<file path="src/rtl/ghr_pkg.sv">
// ---------------------------------------------------------------------------
// ghr_pkg
// Shared types and defaults for the speculative global-history controller.
//   GHR_W          default history width
//   CKPT_DEPTH_DEF default number of in-flight checkpoints
//   ckpt_t         one checkpoint: history before the branch plus its prediction
// ---------------------------------------------------------------------------
package ghr_pkg;

    localparam int GHR_W          = 10;
    localparam int CKPT_DEPTH_DEF = 4;

    typedef struct packed {
        logic [GHR_W-1:0] ghr;
        logic             pred;
    } ckpt_t;

endpackage

</file>
<file path="src/rtl/ghr_ckpt_fifo.sv">
// ---------------------------------------------------------------------------
// ghr_ckpt_fifo
// In-order checkpoint FIFO with push, pop and clear (clear beats push).
// Ports:
//   clk      clock
//   rst      synchronous active-low reset (pointers and count only)
//   push_i   write wdata_i at the tail
//   pop_i    drop the head entry
//   clear_i  empty the FIFO
//   wdata_i  entry to push
//   head_o   oldest entry
//   count_o  occupied entries, 0..DEPTH
//   full_o   count_o == DEPTH
// ---------------------------------------------------------------------------
module ghr_ckpt_fifo #(
    parameter int W     = 11,
    parameter int DEPTH = 4
) (
    input  logic                     clk,
    input  logic                     rst,
    input  logic                     push_i,
    input  logic                     pop_i,
    input  logic                     clear_i,
    input  logic [W-1:0]             wdata_i,
    output logic [W-1:0]             head_o,
    output logic [$clog2(DEPTH):0]   count_o,
    output logic                     full_o
);

    localparam int PW = $clog2(DEPTH);
    localparam int CW = PW + 1;

    logic [W-1:0]  mem_q [DEPTH];
    logic [PW-1:0] wr_q, rd_q;
    logic [CW-1:0] cnt_q;

    // Pointers wrap naturally because DEPTH is a power of two.
    always_ff @(posedge clk) begin
        if (!rst) begin
            wr_q  <= '0;
            rd_q  <= '0;
            cnt_q <= '0;
        end else if (clear_i) begin
            wr_q  <= '0;
            rd_q  <= '0;
            cnt_q <= '0;
        end else begin
            if (push_i) wr_q <= wr_q + 1'b1;
            if (pop_i)  rd_q <= rd_q + 1'b1;
            case ({push_i, pop_i})
                2'b10:   cnt_q <= cnt_q + 1'b1;
                2'b01:   cnt_q <= cnt_q - 1'b1;
                default: cnt_q <= cnt_q;
            endcase
        end
    end

    // Storage carries no reset; validity is tracked by the pointers.
    always_ff @(posedge clk) begin
        if (rst && push_i && !clear_i) mem_q[wr_q] <= wdata_i;
    end

    assign head_o  = mem_q[rd_q];
    assign count_o = cnt_q;
    assign full_o  = (cnt_q == CW'(DEPTH));

endmodule

</file>
<file path="src/rtl/ghr_checkpoint_ctrl.sv">
// ---------------------------------------------------------------------------
// ghr_checkpoint_ctrl
// Speculative global-history controller for the YAGS predictor front end.
// Ports:
//   clk, rst        clock; synchronous active-low reset
//   fetch_branch    branch predicted in IF this cycle
//   fetch_pred      predicted direction (1 = taken)
//   fetch_ready     a checkpoint slot is free
//   resolve_valid   oldest in-flight branch resolves this cycle
//   resolve_taken   actual direction
//   flush           non-branch pipeline flush
//   spec_ghr        speculative history
//   commit_ghr      history of resolved branches
//   mispredict      one-cycle pulse after a disagreeing resolve
//   ckpt_count      occupied checkpoint entries
//   resolve_err     sticky: resolve seen with no checkpoint outstanding
// ---------------------------------------------------------------------------
module ghr_checkpoint_ctrl
    import ghr_pkg::*;
#(
    parameter int GHR_size   = GHR_W,
    parameter int CKPT_DEPTH = CKPT_DEPTH_DEF
) (
    input  logic                          clk,
    input  logic                          rst,
    input  logic                          fetch_branch,
    input  logic                          fetch_pred,
    output logic                          fetch_ready,
    input  logic                          resolve_valid,
    input  logic                          resolve_taken,
    input  logic                          flush,
    output logic [GHR_size-1:0]           spec_ghr,
    output logic [GHR_size-1:0]           commit_ghr,
    output logic                          mispredict,
    output logic [$clog2(CKPT_DEPTH):0]   ckpt_count,
    output logic                          resolve_err
);

    localparam int EW = GHR_size + 1;

    logic [GHR_size-1:0] spec_q, spec_d, commit_q, commit_d;
    logic                mis_q, mis_d, err_q, err_d;

    logic [EW-1:0]       head;
    logic [GHR_size-1:0] head_ghr;
    logic                head_pred;
    logic                fifo_full;
    logic                accept, resolve, mis_res;
    logic                f_push, f_pop, f_clear;

    assign head_ghr  = head[EW-1:1];
    assign head_pred = head[0];

    assign accept  = fetch_branch & ~fifo_full;
    assign resolve = resolve_valid & (ckpt_count != '0);
    assign mis_res = resolve & (resolve_taken != head_pred);

    // Priority: flush > mispredicting resolve > normal push/pop.
    always_comb begin
        spec_d   = spec_q;
        commit_d = commit_q;
        mis_d    = 1'b0;
        err_d    = err_q | (resolve_valid & (ckpt_count == '0));
        f_push   = 1'b0;
        f_pop    = 1'b0;
        f_clear  = 1'b0;

        // Commit history tracks every real resolve, even under flush.
        if (resolve) commit_d = {commit_q[GHR_size-2:0], resolve_taken};

        if (flush) begin
            spec_d  = commit_q;
            f_clear = 1'b1;
        end else if (mis_res) begin
            // Younger checkpoints are wrong-path; rebuild from the head.
            spec_d  = {head_ghr[GHR_size-2:0], resolve_taken};
            f_clear = 1'b1;
            mis_d   = 1'b1;
        end else begin
            f_pop  = resolve;
            f_push = accept;
            if (accept) spec_d = {spec_q[GHR_size-2:0], fetch_pred};
        end
    end

    always_ff @(posedge clk) begin
        if (!rst) begin
            spec_q   <= '0;
            commit_q <= '0;
            mis_q    <= 1'b0;
            err_q    <= 1'b0;
        end else begin
            spec_q   <= spec_d;
            commit_q <= commit_d;
            mis_q    <= mis_d;
            err_q    <= err_d;
        end
    end

    ghr_ckpt_fifo #(
        .W     (EW),
        .DEPTH (CKPT_DEPTH)
    ) u_fifo (
        .clk     (clk),
        .rst     (rst),
        .push_i  (f_push),
        .pop_i   (f_pop),
        .clear_i (f_clear),
        .wdata_i ({spec_q, fetch_pred}),
        .head_o  (head),
        .count_o (ckpt_count),
        .full_o  (fifo_full)
    );

    assign fetch_ready = ~fifo_full;
    assign spec_ghr    = spec_q;
    assign commit_ghr  = commit_q;
    assign mispredict  = mis_q;
    assign resolve_err = err_q;

endmodule

</file>
<file path="config.mk">
export PLATFORM = sky130hd
export DESIGN_NAME = ghr_checkpoint_ctrl
export DESIGN_NICKNAME = d
export VERILOG_FILES = /design/src/rtl/ghr_pkg.sv /design/src/rtl/ghr_ckpt_fifo.sv /design/src/rtl/ghr_checkpoint_ctrl.sv
export SDC_FILE = /design/constraint.sdc
export NUM_CORES = 1
export LEC_CHECK = 0
export CELL_PAD_IN_SITES_DETAIL_PLACEMENT = 2
export CELL_PAD_IN_SITES_GLOBAL_PLACEMENT = 2
export CORE_UTILIZATION = 42
export CTS_BUF_LIST = sky130_fd_sc_hd__clkbuf_16
export CTS_CLUSTER_DIAMETER = 200
export CTS_CLUSTER_SIZE = 30
export DETAILED_ROUTE_END_ITERATION = 12
export GPL_TIMING_DRIVEN = 0
export MAX_ROUTING_LAYER = met4
export PLACE_DENSITY_LB_ADDON = 0.15
export SETUP_SLACK_MARGIN = 0.05
export SYNTH_ARGS = -nofsm -noshare
export SYNTH_HDL_FRONTEND = slang
export SYNTH_HIERARCHICAL = 1
export SYNTH_SLANG_ARGS = --single-unit
</file>
<file path="constraint.sdc">
create_clock -name clk -period 10.25 [get_ports clk]
set_input_delay 1.5375 -clock clk [delete_from_list [all_inputs] [get_ports clk]]
set_output_delay 1.5375 -clock clk [all_outputs]
set_load 0.005 [all_outputs]
</file>
==> out/summary.md, run 1 <==
The detailed router put a total of 3605 um of wire on met1. The cell area that synthesis handed to floorplanning was 2934 um2. The H-tree was split into 3 levels.

Cells fill 54.43% of the core in the end. The power per unit of standard cell area was 185.0 nW/um2. The fraction of power spent switching nets is 21.61%, and the detailed placement HPWL is 4983 um. The final layout contains 282 nets. The post-detailed-route wirelength per cell was 21.32 um; the clock network fraction of design power was 49.4%. The number of nets handed over by synthesis was 239. Insertion delay of the later-clocked pin in the worst-skew pair: 0.34 ns.

The worst setup path category is input port to flip-flop. The cell that appears most often on the critical path is sky130_fd_sc_hd__inv_1. The tools report the relative slew slack as 37.63%.

The highest cell delay on the worst timing path is 0.81 ns, and the top-level port count is 33. For this design the static power due to leakage is 1.249 nW. Compared with the post-synthesis result, the final layout area differs by 25.33%. Entering global routing, the biggest net connects 14 pins.

The post-route netlist has 12.41% of its cells at a drive strength greater than 1. Yosys printed 6 warnings. The count of input and output buffers came out at 32. The maximum fanout encountered on the critical timing path works out to 10.

The filler cells instantiated in the layout total 645. Detailed routing placed a total of 166 um of wire on met3. Detailed routing inserted a total of 1981 vias. The logs give 0.2080 GHz for the peak clock frequency supported by timing and 30 for the number of placement rows. Clock tree synthesis inserted a total of 9 buffers. The tools report the part of the total power dissipated in sequential elements as 45.6%. For the worst setup path, the data required time is 10.51 ns.

The die is 85.58 um wide. The tightest min-delay check is of the flip-flop to flip-flop type. Before antenna repair, the detailed router went through 4 iterations.

Together, buffers and inverters on the worst path number 4. The wire length of the first global-routing pass was 11870 um. The root buffer cell was sky130_fd_sc_hd__clkbuf_16. Setup total negative slack on the finished layout was measured at 0 ns. The tools report the initial cell density of the core as 43.43%. In the routed layout, each cell is associated on average with a via count of 5.596. The run finished with clean final reports. The run gives 0.7866 as the placer's final routability congestion estimate. The worst path needs 4.807 ns of the cycle, external delays included.

In the routed design, unresolved DRC markers number 0. For this design, the CTS-stage hold fixing added 0 buffers. For this block, the initial DRC count from the detailed router was 81.

The via count of the first global-routing pass came out at 2093. The run gives 0.5334 mW as the internal power contribution. Buffer count from post-CTS setup fixing: 0. 0 antenna diodes ended up in the layout.

Max capacitance violation total: 0. Broken down by cell family, the worst path's largest delay share belongs to simple AND/OR/NAND/NOR gates. The count of pins over their slew limit was 0. TritonCTS built the clock tree. The logs give 0 for the initial antenna violation count and 0 for the post-cts repair resize count. In this run the standard cell core region covers 6756 um2. The clock transition at the registers of the reported paths is 0.06 ns, and the worst hold slack is 0.4795 ns.

Clock tree synthesis found a total of 71 sinks. Measured along the y axis, the die boundary spans 85.58 um. The sum of internal, switching and leakage power came out at 0.6804 mW.

In the detailed route, the total length drawn on met2 is 3661 um. IR analysis of the VDD net gives a maximum drop of 0.09280 mV. Combinational logic is responsible for 5.0% of the overall power. Final-report setup violation count: 0. The top routing layer in use is met4. Summed over all layers, the routed wires come to 7548 um. Setup repair after global routing left no endpoint under its margin. For the final database, setup skew stands at 0.009611 ns. Once detail routing completed, the nets flagged for antenna violations numbered 0.

At the worst endpoint, the arrival time is 5.07 ns. The logs give 0.1470 mW for the net load switching power and 1018 um2 for the total area of multi-input combinational cells. In the synthesized netlist, the number of instances is 226.

At the pin with the least slew margin, the transition time is 0.9336 ns. The sequential cells in the finished layout cover a total of 1822 um2. Global routing finished with a remaining overflow of 0.

Walking the worst path, the cells encountered are clkdlybuf4s50_1 -> inv_1 -> clkbuf_1 -> nand2_1 -> nor3b_1 -> inv_1 -> ha_1 -> fa_1 -> xnor2_1 -> or3_1 -> a21oi_1. For this design, the slowest cell found on the critical path is sky130_fd_sc_hd__nor3b_1. The sort of element at the start of the critical path was an input port.

The part of the cycle the worst path needs is 46.90%, and the mean post-synth cell area is 12.98 um2. STA classifies the critical path endpoint as a flip-flop. The floorplan step defined a die boundary enclosing 7324 um2. The run gives 0 as the number of hold violations in the final report. The longest clock path from root to sink contains 2 buffers. For this run, the total global-route usage over all layers was measured as 22.89%.
==> power by group through the flow <==
| stage | Clock, mW | Sequential, mW | Combinational, mW |
|---|---|---|---|
| 2_1_floorplan | 0 | 0.315 | 0.0176 |
| 3_3_place_gp | 0 | 0.316 | 0.0321 |
| 5_1_grt | 0.351 | 0.311 | 0.0364 |
| 4_1_cts | 0.340 | 0.310 | 0.0341 |
| 6_report | 0.336 | 0.310 | 0.0337 |
| 3_5_place_dp | 0 | 0.316 | 0.0330 |
==> through the flow <==
stage | area [um2] | setup slack, ns | cells
final | 3677 | 5.443 | 354
after floorplan | 2934 | 6.346 | 226
after detailed placement | 3354 | 5.242 | 338
after global routing | 3677 | 5.185 | 354
after global placement | 3354 | 5.345 | 338
after CTS | 3677 | 5.421 | 354
==> worst paths after layout <==
kind	depth (start not counted)	slack (ns)	start	endpoint
max	11	5.44	flush	u_fifo/count_o[2]
min	1	0.48	spec_ghr[9]	spec_ghr[9]
max reg2reg	13	6.12	flip-flop	u_fifo/count_o[2]
min reg2reg	1	0.48	spec_ghr[9]	spec_ghr[9]
==> cell usage in the layout (no fill, tap or decap), types with 3 or more instances in the layout <==
cell type	n
sky130_fd_sc_hd__inv_1	7
sky130_fd_sc_hd__mux4_2	9
sky130_fd_sc_hd__dfxtp_1	31
sky130_fd_sc_hd__nand2_1	23
sky130_fd_sc_hd__nor2_1	9
sky130_fd_sc_hd__nand3_1	18
sky130_fd_sc_hd__nor3_1	3
sky130_fd_sc_hd__edfxtp_1	40
sky130_fd_sc_hd__xnor2_1	4
sky130_fd_sc_hd__clkbuf_1	4
sky130_fd_sc_hd__buf_2	6
sky130_fd_sc_hd__xor2_1	3
sky130_fd_sc_hd__a32o_1	9
sky130_fd_sc_hd__clkbuf_16	9
sky130_fd_sc_hd__ha_1	5
sky130_fd_sc_hd__nand2b_1	10
sky130_fd_sc_hd__and3_1	4
sky130_fd_sc_hd__a21oi_1	13
sky130_fd_sc_hd__clkinv_4	3
sky130_fd_sc_hd__o21ai_0	10
sky130_fd_sc_hd__clkdlybuf4s50_1	32
==> flip-flops by register name, indices dropped and copies added, names as in the netlist, named ones only <==
register,count
u_fifo/count_o,3
u_fifo/rd_q,2
commit_ghr,10
u_fifo/mem_q,40
u_fifo/wr_q,2
spec_ghr,10
resolve_err,1
mispredict,1
==> worst register-to-register path, stage by stage, from the launching register on <==
cell                      delay [ns]
sky130_fd_sc_hd__dfxtp_1        0.37
sky130_fd_sc_hd__buf_6          0.20
sky130_fd_sc_hd__mux4_2         0.62
sky130_fd_sc_hd__xor2_1         0.24
sky130_fd_sc_hd__buf_2          0.24
sky130_fd_sc_hd__nand2_1        0.11
sky130_fd_sc_hd__nand2_1        0.11
sky130_fd_sc_hd__nor3b_1        0.81
sky130_fd_sc_hd__inv_1          0.11
sky130_fd_sc_hd__ha_1           0.27
sky130_fd_sc_hd__fa_1           0.38
sky130_fd_sc_hd__xnor2_1        0.15
sky130_fd_sc_hd__or3_1          0.30
sky130_fd_sc_hd__a21oi_1        0.14
==> routing by layer <==
layer,track usage (%),vias up
met2,36.58,30
li1,-,926
met5,-,-
met3,3.465,12
met4,8.636,0
met1,29.70,1013
==> layout make-up <==
| type | instances | share of cell area, % |
|---|---|---|
| clock buffers | 9 | 6.125 |
| plain buffers | 12 | 1.837 |
| flip-flops and latches | 71 | 49.54 |
| repair buffers | 32 | 8.710 |
| multi-input cells | 136 | 27.70 |
| inverters | 7 | 0.7145 |
| clock inverters | 7 | 2.654 |
| well taps | 80 | 2.722 |
No activity file was read; power rests on OpenSTA's default activity.
==> run 2: changes to the inputs <==
--- a/config.mk
+++ b/config.mk
@@ -7,7 +7,7 @@
 export LEC_CHECK = 0
 export CELL_PAD_IN_SITES_DETAIL_PLACEMENT = 2
 export CELL_PAD_IN_SITES_GLOBAL_PLACEMENT = 2
-export CORE_UTILIZATION = 42
+export CORE_UTILIZATION = 35
 export CTS_BUF_LIST = sky130_fd_sc_hd__clkbuf_16
 export CTS_CLUSTER_DIAMETER = 200
 export CTS_CLUSTER_SIZE = 30
==> constraint.sdc (replaced) <==
create_clock -name clk -period 4.02 [get_ports clk]
set_input_delay 0.603 -clock clk [delete_from_list [all_inputs] [get_ports clk]]
set_output_delay 0.603 -clock clk [all_outputs]
set_load 0.005 [all_outputs]
==> out/summary.md, run 2 (same netlist as run 1, synthesis figures left out) <==
The cell sitting at the root of the clock tree is a sky130_fd_sc_hd__clkbuf_16. The count of fill cells added during filler insertion came out at 839 (+30%). The design area came out at 3736 um2 (+1.6%). The area growth from synthesis to layout is 27.33%. The post-detailed-routing wire length came out at 7663 um (+1.5%).

The flip-flop count of the largest register, all copies and words added is 40 (unchanged). The setup slack after layout was 0.2979 ns (-5.145 ns); the pin count of the biggest net entering global routing was 14 (unchanged). The library cells used most frequently in the layout, excluding fill and tap cells, are 40 x sky130_fd_sc_hd__edfxtp_1, 32 x sky130_fd_sc_hd__clkdlybuf4s50_1, 31 x sky130_fd_sc_hd__dfxtp_1. The worst path uses 92.59% of the clock period. The width of the chip was 93.56 um (+9.3%); the insertion delay of the later-clocked pin in the worst-skew pair was 0.32 ns (-0.02 ns). The largest register by flop count is u_fifo/mem_q. The number of nets with antenna violations after detailed routing is 0 (unchanged), and the total global-route track usage is 19.92% (-3.0 points). Area of the placeable core: 8175 um2 (+21%). The worst path in the final design needs a cycle of 3.722 ns, including I/O delays and setup. The run gives 33 (unchanged) as the top-level port count. On the critical path the largest part of the delay comes from simple AND/OR/NAND/NOR gates.

The highest cell delay on the worst timing path was 0.61 ns (-0.20 ns); the floorplan die area was 8753 um2 (+20%). Setup repair after global routing left no endpoint under its margin. The wire length of the first global-routing pass was 12310 um (+3.7%).

The tools report the total leakage power as 1.264 nW (+1.2%). The maximum number of buffers from clock root to sink was 2 (unchanged); the y dimension of the die was 93.56 um (+9.3%). The largest vdd supply drop was 0.2233 mV (+140%); the number of instances in the placed design was 363 (+7.4%). Traced cell by cell, the critical path runs through buf_6 -> mux4_2 -> xor2_1 -> buf_2 -> nand2_1 -> nand2_1 -> nor3b_2 -> inv_1 -> ha_1 -> fa_1 -> xnor2_1 -> or3_1 -> a21oi_1. The logs give 1023 um2 (+0.49%) for the total area of multi-input combinational cells and 3386 um2 (+0.93%) for the post-place instance area. The post-detailed-route wirelength per cell is 20.22 um (-5.2%). STA classifies the critical path startpoint as a flip-flop.

The min-delay analysis places its worst path in the category flip-flop to flip-flop. The run finished with clean final reports. The tools report the buffer count from post-CTS setup fixing as 0 (unchanged). The logs give 1.796 mW (+160%) for the sum of internal, switching and leakage power and 0 (unchanged) for the initial antenna violation count. The type of element capturing the critical path is a flip-flop.

The worst setup path category is flip-flop to flip-flop. Based on the critical path, the design can be clocked at up to 0.2687 GHz. The tools report the sequential cell area as 1822 um2 (unchanged).

The number of vias per cell after detailed routing works out to 5.187 (-7.3%). The logs give 0.005469 ns (-0.004142 ns) for the maximum clock skew at final layout and 1966 (-0.76%) for the via count. Count of input and output buffers: 32 (unchanged). The run gives 3 (unchanged) as the deepest level of the CTS H-tree.

The initial cell density of the core is 35.89% (-7.5 points). TritonCTS built the clock tree. The number of placement rows is 33 (+10%), and the placer's final routability congestion estimate is 0.7597 (-3.4%).

Cell with the largest stage delay on the worst path: sky130_fd_sc_hd__mux4_2. The slew at the pin with the worst max-slew slack was 0.7316 ns (-0.2020 ns); the share of final-layout standard cells stronger than drive strength 1 was 13.14% (+0.73 points). The run gives 0 (unchanged) as the number of inserted diodes. The number of hold violations in the final report is 0 (unchanged). The final-report setup violation count was 0 (unchanged); the power per unit of standard cell area was 480.8 nW/um2 (+160%). The logs give 379 (+7.1%) for the final cell count without fillers and 3.98 ns (-1.09 ns) for the arrival time reported for the critical path endpoint. The DRC violation count after routing came out at 0 (unchanged). The setup slack after placement is -0.07479 ns (-5.316 ns), and the relative slew slack is 50.88% (+13 points). The via count of the first global-routing pass is 2067 (-1.2%), and the number of buffers and inverters on the critical path is 3 (-1). For the number of iterations in the first detailed-routing pass, the log shows 4 (unchanged). The detailed placement HPWL was 5133 um (+3.0%).

The clock transition at the registers of the reported paths is 0.06 ns (about the same), and the count of pins over their slew limit is 0 (unchanged). The tools report the CTS sink count as 71 (unchanged). The run gives 9 (unchanged) as the number of buffers added by the clock tree synthesis step. Leaving out fill and tap cells, the most frequent cell in the layout is sky130_fd_sc_hd__edfxtp_1. The maximum fanout encountered on the critical timing path works out to 10 (unchanged). Most prevalent standard cell on the critical path: sky130_fd_sc_hd__nand2_1. The logs give 0 (unchanged) for the global route total overflow and 4.28 ns (-6.23 ns) for the worst endpoint required time.

The run gives 96 (+19%) as the starting DRC count in detailed routing. The max capacitance violation total was 0 (unchanged). The final net count came out at 282 (unchanged).
## run 2: cell count changes in the layout (fill, tap and decap cells not counted)
cell	change
sky130_fd_sc_hd__bufinv_16	+1
sky130_fd_sc_hd__nor3b_1	-1
sky130_fd_sc_hd__clkinv_1	-1
sky130_fd_sc_hd__nor3b_2	+1
sky130_fd_sc_hd__inv_6	+1
sky130_fd_sc_hd__clkinv_4	-2
sky130_fd_sc_hd__clkinv_2	+1
## run 2: metal layers
layer | GRT usage, % | vias up | wire length, um
li1 | - | 927 | -
met1 | 26.33 | 994 | 3652
met2 | 31.43 | 37 | 3663
met3 | 2.683 | 8 | 242
met4 | 7.308 | 0 | 106
met5 | - | - | 0
## run 2: layout make-up
cell class | instances | share of cell area (%)
clock inverters | 7 | 3.215
flip-flops and latches | 71 | 48.76
clock buffers | 9 | 6.028
multi-input cells | 136 | 27.39
plain buffers | 12 | 1.808
repair buffers | 32 | 8.573
inverters | 7 | 0.7033
well taps | 105 | 3.516
## run 2: metrics by stage
step,utilization [%],TNS [ns],hold WS [ns]
finish,45.70,0,0.4670
global route,45.70,0,0.4844
CTS,45.70,0,0.4727
detailed placement,41.41,-0.07479,0.4584
global placement,41.41,0,0.4516
floorplan,-,0,0.4604
## run 2: timing repair
| action | 4_1_cts | 5_1_grt |
|---|---|---|
| hold endpoints to repair | 0 | 0 |
| gates resized for setup | 1 | 0 |
| endpoints found under the setup margin | 1 | 0 |
| hold buffers | 0 | 0 |
## run 2: worst paths after layout
| check | startpoint | cells after the start | to | slack [ns] |
|---|---|---|---|---|
| hold / removal | spec_ghr[9] | 1 | spec_ghr[9] | 0.47 |
| setup reg to reg | flip-flop | 13 | u_fifo/count_o[2] | 0.30 |
| setup / recovery | flip-flop | 13 | u_fifo/count_o[2] | 0.30 |
| hold reg to reg | spec_ghr[9] | 1 | spec_ghr[9] | 0.47 |
## run 2: where the power goes
group,switching (mW),internal (mW)
logic,0.0465,0.0387
clock network,0.311,0.608
registers,0.0147,0.777
==> run 3: changes to the inputs <==
--- a/config.mk
+++ b/config.mk
@@ -10,7 +10,6 @@
 export CORE_UTILIZATION = 35
 export CTS_BUF_LIST = sky130_fd_sc_hd__clkbuf_16
 export CTS_CLUSTER_DIAMETER = 200
-export CTS_CLUSTER_SIZE = 30
 export DETAILED_ROUTE_END_ITERATION = 12
 export GPL_TIMING_DRIVEN = 0
 export MAX_ROUTING_LAYER = met4
==> constraint.sdc (replaced) <==
create_clock -name clk -period 3.5 [get_ports clk]
set_input_delay 0.525 -clock clk [delete_from_list [all_inputs] [get_ports clk]]
set_output_delay 0.525 -clock clk [all_outputs]
set_load 0.005 [all_outputs]
==> out/summary.md, run 3 (same netlist as run 1, synthesis figures left out) <==
The logs give 0 (unchanged) for the count of pins over their slew limit and 0 (unchanged) for the number of hold violations in the final report. The highest cell delay on the worst timing path is 0.56 ns (-0.05 ns). The part of the cycle the worst path needs is 92.91% (+0.32 points). The width of the chip came out at 93.56 um (unchanged). The post-detailed-routing wire length came out at 7717 um (+0.70%). Floorplan die area: 8753 um2 (unchanged).

The tools report the peak clock frequency supported by timing as 0.3075 GHz (+14%). The setup slack after layout came out at 0.2482 ns (-0.04971 ns). The number of placement rows is 33 (unchanged). The share of final-layout standard cells stronger than drive strength 1 came out at 14.44% (+1.3 points). Leaving out fill and tap cells, the most frequent cell in the layout is sky130_fd_sc_hd__edfxtp_1. The largest register by flop count was u_fifo/mem_q.

The logs give 0 ns (unchanged) for the setup TNS and 0 (unchanged) for the number of inserted diodes. TritonCTS built the clock tree. The flip-flop count of the largest register, all copies and words added was 40 (unchanged).

The library cells used most frequently in the layout, excluding fill and tap cells, are 40 x sky130_fd_sc_hd__edfxtp_1, 32 x sky130_fd_sc_hd__clkdlybuf4s50_1, 30 x sky130_fd_sc_hd__dfxtp_1. The wire length of the first global-routing pass is 12360 um (+0.45%). The maximum number of buffers from clock root to sink is 2 (unchanged). The CTS sink count was 71 (unchanged); the layout-stage area growth over the synthesis result was 28.74%. The flow ran to the end, and the final reports show no timing, DRC or antenna violations. The number of vias per cell after detailed routing works out to 5.170 (-0.33%). The slew at the pin with the worst max-slew slack was 0.7233 ns (-0.008355 ns); the detailed placement HPWL was 5133 um (unchanged). The post-detailed-route wirelength per cell was 20.20 um (about the same); the final net count was 285 (+1.1%). The worst endpoint required time was 3.76 ns (-0.52 ns); the deepest level of the CTS H-tree was 3 (unchanged).

The power per unit of standard cell area came out at 546.7 nW/um2 (+14%). The tools report the placer's final routability congestion estimate as 0.7597 (unchanged). The global route total overflow is 0 (unchanged), and the clock period minus worst slack is 3.252 ns (-0.4703 ns). The type of element capturing the critical path is a flip-flop. The number of buffers and inverters on the critical path was 3 (unchanged); the initial antenna violation count was 0 (unchanged). Traced cell by cell, the critical path runs through buf_12 -> mux4_2 -> xor2_1 -> buf_4 -> nand2_1 -> nand2_1 -> nor3b_4 -> inv_1 -> ha_1 -> fa_1 -> xnor2_1 -> or3_1 -> a21oi_1. The tools report the area of the placeable core as 8175 um2 (unchanged). Among all stages on the critical path, the largest delay is contributed by sky130_fd_sc_hd__mux4_2. The most prevalent standard cell on the critical path was sky130_fd_sc_hd__nand2_1.

The final-report setup violation count came out at 0 (unchanged). Sort of element at the start of the critical path: a flip-flop. The relative slew slack was 51.44% (+0.56 points). The maximum clock skew at final layout came out at 0.005229 ns (-0.0002403 ns). The worst hold slack was 0.4678 ns (+0.0008660 ns); the DRC violation count after routing was 0 (unchanged). The arrival time reported for the critical path endpoint was 3.51 ns (-0.47 ns). The top-level port count is 33 (unchanged), and the via count is 1975 (+0.46%). For the insertion delay of the later-clocked pin in the worst-skew pair, the log shows 0.33 ns (about the same). Clock tree synthesis selected as its root buffer the cell sky130_fd_sc_hd__clkbuf_16. The largest vdd supply drop was 0.2572 mV (+15%). The initial cell density of the core came out at 35.89% (unchanged). For the total global-route track usage, the log shows 20.00% (+0.072 points). The min-delay analysis places its worst path in the category flip-flop to flip-flop.

The count of input and output buffers came out at 32 (unchanged). The clock transition at the registers of the reported paths was 0.06 ns (about the same). Among cell families on the critical path, the largest total delay comes from simple AND/OR/NAND/NOR gates. The number of nets with antenna violations after detailed routing is 0 (unchanged). The y dimension of the die was 93.56 um (unchanged). The number of buffers added by the clock tree synthesis step came out at 9 (unchanged). The max capacitance violation total was 0 (unchanged). Maximum fanout encountered on the critical timing path: 9 (-1). The number of hold-repair buffers added at the cts stage was 0 (unchanged). The pin count of the biggest net entering global routing was 14 (unchanged). Worst setup path category: flip-flop to flip-flop. For the number of iterations in the first detailed-routing pass, the log shows 4 (unchanged).

The starting DRC count in detailed routing was 112 (+17%). For the setup slack after placement, the log shows -0.5168 ns (-0.4420 ns). The via count of the first global-routing pass is 2066 (-0.048%). Setup repair after global routing left no endpoint under its margin.

The total leakage power is 1.282 nW (+1.5%).
[run 3: final cells by class]
cell class	count	area, um2
fill	839	4398
sequential	71	1823
multi-input combinational	136	1030
timing repair buffer	35	342.8
clock buffer	9	225.2
tap	105	131.4
clock inverter	7	120.1
buffer	12	78.83
inverter	7	26.28
[run 3: worst paths after layout]
| path | from | endpoint | slack, ns | cells after the start |
|---|---|---|---|---|
| hold reg to reg | spec_ghr[9] | spec_ghr[9] | 0.47 | 1 |
| setup / recovery | flip-flop | u_fifo/count_o[2] | 0.25 | 13 |
| hold / removal | spec_ghr[9] | spec_ghr[9] | 0.47 | 1 |
| setup reg to reg | flip-flop | u_fifo/count_o[2] | 0.25 | 13 |
[run 3: repair_timing]
action	in CTS	in global routing
gates resized for setup	2	5
pin swaps	1	0
setup buffers	2	1
setup endpoints to repair	43	1
[run 3: where the power goes]
group	switching (mW)	internal, mW	leakage, nW
Sequential	0.0169	0.893	0.618
Clock	0.355	0.698	0.166
Combinational	0.0543	0.0475	0.499
Total	0.426	1.64	1.28
[run 3: through the flow]
step	instances	total power [mW]	area (um2)	utilization, %
floorplan	226	0.9728	2934	-
global placement	363	1.021	3386	41.41
detailed placement	363	1.025	3386	41.41
CTS	381	2.089	3757	45.96
global route	382	2.134	3777	46.20
finish	382	2.065	3777	46.20
[run 3: metal layers]
layer	vias up	track usage (%)	share of wire (%)
li1	934	-	-
met1	999	26.44	50
met2	34	31.56	47
met3	8	2.683	2.0
met4	0	7.308	1.4
met5	-	-	0
